===== config.mk =====
export PLATFORM = sky130hd
export DESIGN_NAME = axi4_lite_arbiter
export DESIGN_NICKNAME = d
export VERILOG_FILES = /design/src/rtl/axi4_lite_arbiter.sv
export SDC_FILE = /design/constraint.sdc
export NUM_CORES = 1
export LEC_CHECK = 0
export BUFFER_PORTS_ARGS = -buffer_cell sky130_fd_sc_hd__buf_2
export CAP_MARGIN = 20
export CORE_AREA = 8 8 115 117
export DETAILED_ROUTE_END_ITERATION = 12
export DIE_AREA = 0 0 123 125
export GPL_TIMING_DRIVEN = 1
export PLACE_DENSITY = 0.5
export SLEW_MARGIN = 20
export SYNTH_ARGS = -nofsm -noshare
export SYNTH_HDL_FRONTEND = slang
export SYNTH_SLANG_ARGS = --single-unit

===== constraint.sdc =====
create_clock -name clk -period 3.4 [get_ports clk]
set_input_delay 0.85 -clock clk [delete_from_list [all_inputs] [get_ports clk]]
set_output_delay 0.85 -clock clk [all_outputs]
set_load 0.01 [all_outputs]

===== src/rtl/axi4_lite_arbiter.sv =====
// Two-requester (IFU read-only, LSU read/write) arbiter in front of a single
// AXI4-lite master user port; one outstanding transaction at a time.
module axi4_lite_arbiter #(
    parameter bit FAIR = 1'b1
) (
    input  logic        clk,
    input  logic        rst,

    input  logic        ifu_req,
    input  logic [31:0] ifu_addr,
    output logic [31:0] ifu_rdata,
    output logic [1:0]  ifu_rresp,
    output logic        ifu_done,

    input  logic        lsu_req,
    input  logic        lsu_we,
    input  logic [31:0] lsu_addr,
    input  logic [31:0] lsu_wdata,
    input  logic [3:0]  lsu_wmask,
    output logic [31:0] lsu_rdata,
    output logic [1:0]  lsu_resp,
    output logic        lsu_done,

    output logic        m_ren,
    output logic        m_wen,
    output logic [31:0] m_raddr,
    output logic [31:0] m_waddr,
    output logic [31:0] m_wdata,
    output logic [3:0]  m_wmask,
    output logic        m_user_ready,
    input  logic [31:0] m_rdata,
    input  logic [1:0]  m_rresp,
    input  logic [1:0]  m_wresp,
    input  logic        m_done
);

    typedef enum logic [1:0] {
        IDLE  = 2'd0,
        ISSUE = 2'd1,
        WAIT  = 2'd2
    } state_t;

    localparam logic OWN_IFU = 1'b0;
    localparam logic OWN_LSU = 1'b1;

    state_t state_q, state_d;
    logic   owner_q, owner_d;
    logic   last_q,  last_d;
    logic   we_q,    we_d;

    always_ff @(posedge clk or posedge rst) begin
        if (rst) begin
            state_q <= IDLE;
            owner_q <= OWN_IFU;
            last_q  <= OWN_IFU;
            we_q    <= 1'b0;
        end else begin
            state_q <= state_d;
            owner_q <= owner_d;
            last_q  <= last_d;
            we_q    <= we_d;
        end
    end

    always_comb begin
        state_d = state_q;
        owner_d = owner_q;
        last_d  = last_q;
        we_d    = we_q;
        case (state_q)
            IDLE: begin
                if (ifu_req || lsu_req) begin
                    state_d = ISSUE;
                    if (ifu_req && lsu_req)
                        owner_d = FAIR ? ~last_q : OWN_LSU;
                    else
                        owner_d = lsu_req ? OWN_LSU : OWN_IFU;
                    // direction is frozen here; later lsu_we changes are ignored
                    we_d = (owner_d == OWN_LSU) && lsu_we;
                end
            end
            ISSUE: state_d = WAIT;
            WAIT: begin
                if (m_done) begin
                    state_d = IDLE;
                    last_d  = owner_q;
                end
            end
            default: state_d = IDLE;
        endcase
    end

    logic busy;
    logic in_wait;
    logic sel_lsu;

    always_comb begin
        busy    = (state_q == ISSUE) || (state_q == WAIT);
        in_wait = (state_q == WAIT);
        sel_lsu = busy && (owner_q == OWN_LSU);

        m_ren        = (state_q == ISSUE) && !we_q;
        m_wen        = (state_q == ISSUE) &&  we_q;
        m_user_ready = in_wait;

        m_raddr = 32'd0;
        if (busy) m_raddr = sel_lsu ? lsu_addr : ifu_addr;
        m_waddr = m_raddr;
        m_wdata = sel_lsu ? lsu_wdata : 32'd0;
        m_wmask = sel_lsu ? lsu_wmask : 4'd0;

        ifu_done = in_wait && m_done && (owner_q == OWN_IFU);
        lsu_done = in_wait && m_done && (owner_q == OWN_LSU);

        // data paths are transparent except while reset holds every output low
        ifu_rdata = rst ? 32'd0 : m_rdata;
        lsu_rdata = rst ? 32'd0 : m_rdata;
        ifu_rresp = rst ? 2'd0  : m_rresp;
        lsu_resp  = rst ? 2'd0  : (we_q ? m_wresp : m_rresp);
    end

endmodule


==> impl_metrics.yaml <==
route:
  routed_wirelength_mm: 9.71
  drtIter0Drc: 42
  wl_per_cell_um: 15.3
  num_vias: 2527
  drc: 0
  vias_per_cell: 3.97
  first_pass_iters: 2
  final_antenna_net_count: 0
placed_design:
  placed_cells: 632
  gp_congestion: 0.790
  dp_hpwl_mm: 8.79
  io_buffer_count: 314
pwr:
  max-vdd-ir-drop_mv: 0.468
  switching_power_mw: 1.29
  powerDensity_mw_per_mm2: 786
  seq_power_share: 0.050
  comb_power_share: 0.871
  clkPwrFrac: 0.079
  p_leak_nw: 2.19
  p_sw_frac: 0.514
  internal_power_mw: 1.22
logic_synthesis:
  seq_area_frac_synth: 0.0650
  netlist-cell-type-count: 25
  synthTopCellsByCount: "buf_4 (64), nor2b_1 (61), and3_1 (36), mux2i_1 (34)"
  ys_warn_count: 0
  netlist_area_mm2: 0.00192
  netlist_instances: 250
  synth_edf_count: 0
  syn_nets: 396
  yosys.area.top_type: "buf_4"
  ys.flop_type: "dfrtp_1"
  synth_top_cell_area_share: 0.250
  synth_seq_cells: 5
  yosysMostFrequentCell: "buf_4"
  async_flop_share: 1.00
  avgSynthCellArea_um2: 7.70
  synth.area.top_cells: "buf_4 (25%), nor2b_1 (20%), mux2i_1 (18%)"
clock_tree:
  htree_levels: 1
  post_cts_buffers: 0
  clk_path_buf_depth: 2
  cts_tree: "yes"
  ctsRootBufferMaster: "clkbuf_16"
  cts_buffers: 3
  cts.clk_slew.worst_paths_ps: 30
  cts_hold_buffers: 0
  cts_resized: 0
  clock_sinks: 5
  clock_latency_ps: 230
layout:
  finalNonFillerCells: 636
  nets: 636
  area_growth_pct: 65.3
  drive_gt1_frac: 0.663
  n_antenna_cell: 0
floorplan:
  core_mm2: 0.0116
  die_h_um: 125
  num_io_pins: 315
  rows: 40
  die_w_um: 123
  die_area_mm2: 0.0154
  start_util: 0.166
global_routing:
  first_global_vias: 2761
  antenna_found_initial: 1
  grt_pass1_wl_mm: 14.0
  gr-total-overflow: 0
  grt_max_degree: 58
  grt_use_total: 0.111
setup_path:
  start_kind: "flip-flop"
  crit_path_end_kind: "primary output"
  cp.buffers_inverters: 3
  cp.arrival_ps: 1920
  critPathKind: "reg -> out"
  cpPeakStageDelay_ps: 540
  crit_slowest_cell: "ha_1"
  crit_required_ps: 2550
  crit_chain: "inv_1, ha_1, buf_12, nor2b_1, buf_2"
  path_delay_family: "adder cells"
  critical_path.max_fanout: 57
  ff2ff_setup_slack_ps: 1950
worst_hold_path:
  hold_path.class: "reg -> reg"
sta:
  skew_ps: 1.71
  tightest_slew_ps: 590
  setup_violations: 0
  rsz0062_at_grt: "false"
  fin_crit_ps: 2770
  fmax_mhz: 361
  slew_viol_final: 0
  setup_tns_ps: 0
  hold_violations: 0
  max_slew_margin: 0.607
  finalCritPeriodShare: 0.815
run_status:
  run_status: "finished, final reports clean"
run:
  cap_violations: 0
[cell usage in the layout (no fill, tap or decap), drive strengths merged, types with 2 or more instances in the layout]
master and n:
buf 317, nor2b 62, and3 37, mux2i 34, and2b 6, dfrtp 5, nor2 4, ha 4
clkbuf 4, nand2 3, inv 3, a21oi 2, a21o 2, o21ai 2
[power groups by stage]
stage / Sequential [mW] / Clock [mW] / Combinational [mW]
3_5_place_dp: 0.126 / 0 / 2.23
5_1_grt: 0.131 / 0.207 / 2.37
2_1_floorplan: 0.105 / 0 / 1.69
4_1_cts: 0.126 / 0.199 / 2.24
6_report: 0.126 / 0.198 / 2.18
3_3_place_gp: 0.125 / 0 / 2.22
[path summary, 6_finish.rpt]
check / startpoint / cells after the start / end
worst min register to register: last_q$_DFFE_PP0N_ / 1 / last_q$_DFFE_PP0N_
min in group asynchronous: rst / 2 / last_q$_DFFE_PP0N_
worst max register to register: state_q[0]$_DFFE_PP0P_ / 5 / state_q[1]$_DFFE_PP0P_
worst min-delay path: last_q$_DFFE_PP0N_ / 1 / last_q$_DFFE_PP0N_
worst max-delay path: state_q[1]$_DFFE_PP0P_ / 5 / m_waddr[26]
max in group asynchronous: rst / 2 / owner_q$_DFFE_PP0P_
[final cells by class]
cell class | count | area (um2)
multi-input cells | 160 | 1160
inverters | 3 | 11.3
well taps | 147 | 184
fillers | 1293 | 8430
repair buffers | 317 | 1620
flip-flops and latches | 5 | 126
clock buffers | 4 | 78.8
[state kept, by name, indices dropped and copies added, names as in the netlist]
signal and count:
state_q 2, last_q 1, owner_q 1, we_q 1
[kinds of logic (layout without fill, tap and decap cells)]
| family | after synthesis | in the layout | synth area share |
|---|---|---|---|
| buf+inv | 85 | 324 | 0.331 |
| simple gates | 113 | 113 | 0.369 |
| compound gates | 8 | 8 | 0.0267 |
| mux | 35 | 35 | 0.183 |
| flops | 5 | 5 | 0.0650 |
| fa+ha+maj | 4 | 4 | 0.0260 |
[per-layer routing]
layer	GRT usage	vias up	wire length, um
met5	0	-	13
met4	0.0291	2	102
met3	0.0311	9	1250
met2	0.221	180	5010
met1	0.107	1104	3340
li1	-	1232	-
[through the flow]
stage          worst slack, ps  power [mW]  utilization  hold slack [ps]  area, um2
2_1_floorplan             1080        1.80            -              450       1920
3_3_place_gp               845        2.34        0.267              473       3100
3_5_place_dp               795        2.35        0.267              472       3100
4_1_cts                    560        2.56        0.274              479       3180
5_1_grt                    476        2.71        0.274              511       3180
6_report                   629        2.50        0.274              475       3180
Power figures use the tool's default switching activity.
